<file path="src/rtl/eq_pkg.sv">
// Shared types and A2D channel map for the equalizer pot scanner.
// Slots follow pot order LP, B1, B2, B3, HP, VOL.
package eq_pkg;

   typedef enum logic [1:0] {IDLE, REQ, WAIT, NEXT} scan_state_t;

   typedef logic [2:0] slot_t;

   localparam logic [2:0] CH_LP  = 3'd1;
   localparam logic [2:0] CH_B1  = 3'd0;
   localparam logic [2:0] CH_B2  = 3'd4;
   localparam logic [2:0] CH_B3  = 3'd2;
   localparam logic [2:0] CH_HP  = 3'd3;
   localparam logic [2:0] CH_VOL = 3'd7;

   localparam int    NUM_SLOTS = 6;
   localparam slot_t LAST_SLOT = 3'd5;

   localparam logic [2:0] CHAN_MAP [0:5] = '{CH_LP, CH_B1, CH_B2, CH_B3, CH_HP, CH_VOL};

   // Slot values 6 and 7 never occur; they fall back to the first channel.
   function automatic logic [2:0] slot_chan(input slot_t slot);
      case (slot)
         3'd0:    return CHAN_MAP[0];
         3'd1:    return CHAN_MAP[1];
         3'd2:    return CHAN_MAP[2];
         3'd3:    return CHAN_MAP[3];
         3'd4:    return CHAN_MAP[4];
         3'd5:    return CHAN_MAP[5];
         default: return CHAN_MAP[0];
      endcase
   endfunction

endpackage

</file>
<file path="src/rtl/pot_scan_sched_timer.sv">
// Saturating up-counter with synchronous clear. Reset loads a preset so a
// timer can start out already expired.
module scan_timer #(
   parameter int unsigned MAX     = 15,
   parameter int unsigned RST_VAL = 0,
   parameter int unsigned W       = (MAX < 1) ? 1 : $clog2(MAX + 1)
) (
   input  logic         clk,
   input  logic         rst,
   input  logic         clr,
   input  logic         inc,
   output logic [W-1:0] count
);

   localparam logic [W-1:0] MAX_C = W'(MAX);
   localparam logic [W-1:0] RST_C = W'(RST_VAL);

   always_ff @(posedge clk or posedge rst) begin
      if (rst) begin
         count <= RST_C;
      end else if (clr) begin
         count <= '0;
      end else if (inc && (count != MAX_C)) begin
         count <= count + 1'b1;
      end
   end

endmodule

</file>
<file path="src/rtl/pot_scan_sched.sv">
// Round-robin A2D scheduler for the six slide pots: requests one conversion per
// slot, latches results into gain/volume registers and flags A2D timeouts.
module pot_scan_sched
   import eq_pkg::*;
#(
   parameter int unsigned SWEEP_GAP = 4096,
   parameter int unsigned TIMEOUT   = 2048,
   parameter logic [11:0] RST_GAIN  = 12'h800
) (
   input  logic        clk,
   input  logic        rst,
   input  logic        en,
   output logic        strt_cnv,
   output logic [2:0]  cnv_chnl,
   input  logic        cnv_cmplt,
   input  logic [11:0] res,
   output logic [11:0] gain_lp,
   output logic [11:0] gain_b1,
   output logic [11:0] gain_b2,
   output logic [11:0] gain_b3,
   output logic [11:0] gain_hp,
   output logic [11:0] volume,
   output logic        sweep_done,
   output logic        to_err,
   output logic [2:0]  to_chnl
);

   localparam int unsigned TO_MAX = (TIMEOUT > 0) ? TIMEOUT - 1 : 0;
   localparam int unsigned GAP_W  = (SWEEP_GAP < 1) ? 1 : $clog2(SWEEP_GAP + 1);
   localparam int unsigned TO_W   = (TO_MAX < 1) ? 1 : $clog2(TO_MAX + 1);
   localparam logic [TO_W-1:0] TO_LAST = TO_W'(TO_MAX);

   scan_state_t      state;
   scan_state_t      state_nxt;
   slot_t            slot;
   logic [GAP_W-1:0] gap_cnt;
   logic [TO_W-1:0]  to_cnt;
   logic [11:0]      gain_q [0:NUM_SLOTS-1];
   logic             gap_ok;
   logic             to_hit;
   logic             last_slot;
   logic             store;
   logic             timeout;

   // The gap timer is preset to SWEEP_GAP so the very first sweep starts at once.
   scan_timer #(.MAX(SWEEP_GAP), .RST_VAL(SWEEP_GAP), .W(GAP_W)) u_gap_timer (
      .clk   (clk),
      .rst   (rst),
      .clr   ((state == NEXT) && last_slot),
      .inc   (state == IDLE),
      .count (gap_cnt)
   );

   scan_timer #(.MAX(TO_MAX), .RST_VAL(0), .W(TO_W)) u_to_timer (
      .clk   (clk),
      .rst   (rst),
      .clr   (state == REQ),
      .inc   (state == WAIT),
      .count (to_cnt)
   );

   // Counting the current idle cycle makes the gap exactly SWEEP_GAP idle cycles.
   assign gap_ok    = (32'(gap_cnt) + 32'd1) >= SWEEP_GAP;
   assign to_hit    = (to_cnt == TO_LAST);
   assign last_slot = (slot == LAST_SLOT);
   assign cnv_chnl  = slot_chan(slot);

   always_ff @(posedge clk or posedge rst) begin
      if (rst) begin
         state <= IDLE;
      end else begin
         state <= state_nxt;
      end
   end

   always_comb begin
      state_nxt = state;
      case (state)
         IDLE:    if (en && gap_ok) state_nxt = REQ;
         REQ:     state_nxt = WAIT;
         WAIT:    if (cnv_cmplt || to_hit) state_nxt = NEXT;
         NEXT:    state_nxt = (!last_slot && en) ? REQ : IDLE;
         default: state_nxt = IDLE;
      endcase
   end

   // A completion arriving on the timeout cycle wins over the timeout.
   always_comb begin
      strt_cnv   = 1'b0;
      sweep_done = 1'b0;
      store      = 1'b0;
      timeout    = 1'b0;
      case (state)
         REQ:  strt_cnv = 1'b1;
         WAIT: begin
            store   = cnv_cmplt;
            timeout = !cnv_cmplt && to_hit;
         end
         NEXT: sweep_done = last_slot;
         default: ;
      endcase
   end

   always_ff @(posedge clk or posedge rst) begin
      if (rst) begin
         slot    <= '0;
         to_err  <= 1'b0;
         to_chnl <= '0;
         for (int i = 0; i < NUM_SLOTS; i++) begin
            gain_q[i] <= RST_GAIN;
         end
      end else begin
         for (int i = 0; i < NUM_SLOTS; i++) begin
            if (store && (slot == slot_t'(i))) gain_q[i] <= res;
         end
         if (timeout) begin
            to_err  <= 1'b1;
            to_chnl <= cnv_chnl;
         end
         if (state == NEXT) slot <= last_slot ? '0 : slot + 3'd1;
      end
   end

   assign gain_lp = gain_q[0];
   assign gain_b1 = gain_q[1];
   assign gain_b2 = gain_q[2];
   assign gain_b3 = gain_q[3];
   assign gain_hp = gain_q[4];
   assign volume  = gain_q[5];

endmodule

</file>
<file path="config.mk">
export PLATFORM = sky130hd
export DESIGN_NAME = pot_scan_sched
export DESIGN_NICKNAME = d
export VERILOG_FILES = /design/src/rtl/eq_pkg.sv /design/src/rtl/pot_scan_sched_timer.sv /design/src/rtl/pot_scan_sched.sv
export SDC_FILE = /design/constraint.sdc
export NUM_CORES = 1
export LEC_CHECK = 0
export ABC_CLOCK_PERIOD_IN_PS = 5400
export CAP_MARGIN = 20
export CORE_AREA = 2 2 127 129
export DETAILED_ROUTE_END_ITERATION = 16
export DIE_AREA = 0 0 129 131
export PLACE_DENSITY = 0.48
export SYNTH_ARGS = -nofsm -noshare
export SYNTH_HDL_FRONTEND = slang
export SYNTH_SLANG_ARGS = --single-unit
export TNS_END_PERCENT = 20
</file>
<file path="constraint.sdc">
create_clock -name clk -period 5.4 [get_ports clk]
set_input_delay 1.08 -clock clk [delete_from_list [all_inputs] [get_ports clk]]
set_output_delay 1.08 -clock clk [all_outputs]
set_load 0.02 [all_outputs]
</file>
==> flow_metrics.env <==
export IMPL_cts_resized_gates=0
export IMPL_finalWorstPathRequiredPeriod_ps=3440
export IMPL_worstPathRequired_ps=4320
export IMPL_async_flop_share=1.00
export IMPL_crit_fanout=11
export IMPL_fin_util=0.396
export IMPL_synth_cell_area_um2=4590
export IMPL_drcViolationCount=0
export IMPL_post_drt_via_cell_ratio=4.65
export IMPL_fin_area_um2=6170
export IMPL_fin_skew_ps=7.25
export IMPL_tightest_slew_ps=930
export IMPL_clockBufferDepth=2
export IMPL_core_area_um2=15600
export IMPL_grt_overflow=0
export IMPL_final_common_cell="dfrtp_1"
export IMPL_track_usage=0.137
export IMPL_hp_class="flip-flop to flip-flop"
export IMPL_worstSetupPathType="flip-flop to primary output"
export IMPL_yosysTopAreaCell="dfrtp_1"
export IMPL_antenna_left=0
export IMPL_report_final_slew_viol_count=0
export IMPL_yosysTopAreaCellShare=0.534
export IMPL_dieArea_um2=16900
export IMPL_critPathCaptureType="primary output"
export IMPL_grt_first_pass_wirelength_mm=17.7
export IMPL_die_y_um=131
export IMPL_crit_slowest_cell="clkdlybuf4s50_1"
export IMPL_period_share=0.637
export IMPL_synth_edf_count=0
export IMPL_synthToLayoutAreaGrowth_pct=34.4
export IMPL_dp_hpwl_mm=7.65
export IMPL_fp_dieW_um=129
export IMPL_layout_nets=484
export IMPL_start_kind="flip-flop"
export IMPL_ys_warn_count=0
export IMPL_hold_viol_final=0
export IMPL_synth_seq_cells=105
export IMPL_synth_cells=360
export IMPL_route_vias_total=3168
export IMPL_dp_cells=663
export IMPL_vdd_drop_max_v=0.000276
export IMPL_place_congestion=0.771
export IMPL_grt_max_degree=81
export IMPL_hold_slack_ps=482
export IMPL_cp_slowest_stage_delay_ps=670
export IMPL_fmax_mhz=291
export IMPL_outcome="finished clean"
export IMPL_setup_viol=0
export IMPL_placed_area_um2=5810
export IMPL_cts_setup_buffers=0
export IMPL_cts_hold_buf=0
export IMPL_drv_cap=0
export IMPL_drtIter0Drc=169
export IMPL_syn_num_nets=384
export IMPL_cp_buffers_inverters=1
export IMPL_synth_flop_cell="dfrtp_1"
export IMPL_cts_tree="built"
export IMPL_slew_headroom=0.378
export IMPL_io_pins=97
export IMPL_yosys_top_cells_area="dfrtp_1 (53%), mux2_2 (19%), dfstp_2 (4.0%)"
export IMPL_antenna_found_initial=0
export IMPL_power_leakage_nw=2.63
export IMPL_routed_wl_mm=11.1
export IMPL_ys_seq_area_frac=0.574
export IMPL_dr_pass1_iters=4
export IMPL_cts_buffers=9
export IMPL_start_util=0.294
export IMPL_clk_latency_ps=350
export IMPL_ys_types=44
export IMPL_instances_no_fill=681
export IMPL_setup_tns_ps=0
export IMPL_placementRows=46
export IMPL_clock_sinks=105
export IMPL_path_delay_family="buffers and inverters"
export IMPL_cp_common_cell="nor2_1"
export IMPL_cts_root_buf="clkbuf_16"
export IMPL_drive_above_1_share=0.252
export IMPL_cts_clk_slew_worst_paths_ps=70
export IMPL_antenna_cells=0
export IMPL_critPathArrivalTime_ps=2360
export IMPL_htreeDepth=3
export IMPL_path_cells="and2_1 > ha_1 > nor2_1 > nor2_1 > o22ai_1 > clkdlybuf4s50_1"
export IMPL_synth_avg_cell_area_um2=12.8
export IMPL_wl_per_cell_um=16.3
export IMPL_portBuffers=96
export IMPL_p_per_area_nw_per_um2=588
export IMPL_rsz0062_at_grt="no"
export IMPL_grt_pass1_vias=3083
export IMPL_most_common_layout_cells="dfrtp_1 (98), clkdlybuf4s50_1 (96), mux2_2 (78), nor2_1 (19), nand2_1 (17)"
path summary, 6_finish.rpt:
check	slack [ps]	end	startpoint	depth (start not counted)
setup / recovery	1960	cnv_chnl[0]	slot[1]	6
hold / removal	480	to_err	to_err	1
setup reg to reg	2990	gain_b2[8]	state[0]	4
hold reg to reg	480	to_err	to_err	1
max in group asynchronous	3810	u_gap_timer.count[12]	rst	3
min in group asynchronous	970	gain_hp[7]	rst	2
cells by family after synthesis:
family,Yosys count,synth area share
fa+ha+maj,8,0.0218
compound gates,36,0.0482
mux,83,0.202
buf+inv,26,0.0243
simple gates,95,0.116
xor+xnor,7,0.0134
flops,105,0.574
stage by stage:
| stage | worst slack, ps | power, mW |
|---|---|---|
| after detailed placement | 2100 | 2.96 |
| after CTS | 1920 | 3.68 |
| after global routing | 1800 | 3.85 |
| final | 1960 | 3.63 |
| after floorplan | 1570 | 2.20 |
| after global placement | 2100 | 2.94 |
layout make-up:
type                       count  area [µm²]
clock buffer                  12         267
clock inverter                 4        56.3
fill                        1509        9430
inverter                      13        51.3
multi-input combinational    229        1860
sequential                   105        2640
tap                          216         270
timing repair buffer         102        1030
state kept, by name, summed over array words and instances, names as in the netlist:
register / cells
state: 2
gain_b3: 12
to_chnl: 3
u_to_timer.count: 11
volume: 12
to_err: 1
u_gap_timer.count: 13
gain_b1: 12
gain_hp: 12
gain_lp: 12
slot: 3
gain_b2: 12
Yosys cell counts (all sizes together) (2+ instances only):
cell type / instances
a31oi: 2
xor2: 5
o31ai: 3
nor3: 4
buf: 8
o211ai: 3
nor2b: 4
dfstp: 7
nand2b: 4
or3: 9
clkbuf: 5
a21oi: 10
and3: 3
ha: 8
inv: 13
o21ai: 11
nor4: 5
nor4b: 3
nand4: 8
dfrtp: 98
mux2i: 5
nand3: 8
nor2: 19
or4: 6
nand2: 17
xnor2: 2
mux2: 78
power by group:
| part | total (mW) | leakage (nW) | switching (mW) | internal [mW] |
|---|---|---|---|---|
| clock network | 0.704 | 0.160 | 0.301 | 0.403 |
| registers | 1.34 | 1.34 | 0.227 | 1.11 |
| logic | 1.59 | 1.13 | 0.782 | 0.808 |
| total | 3.63 | 2.63 | 1.31 | 2.32 |
per-layer routing:
layer	part of all wire	vias up	track usage
li1	-	1498	-
met1	0.48	1598	0.193
met4	0.015	0	0.0556
met3	0.039	10	0.0281
met5	0	-	0
met2	0.46	62	0.208
No activity file was read; power rests on OpenSTA's default activity.
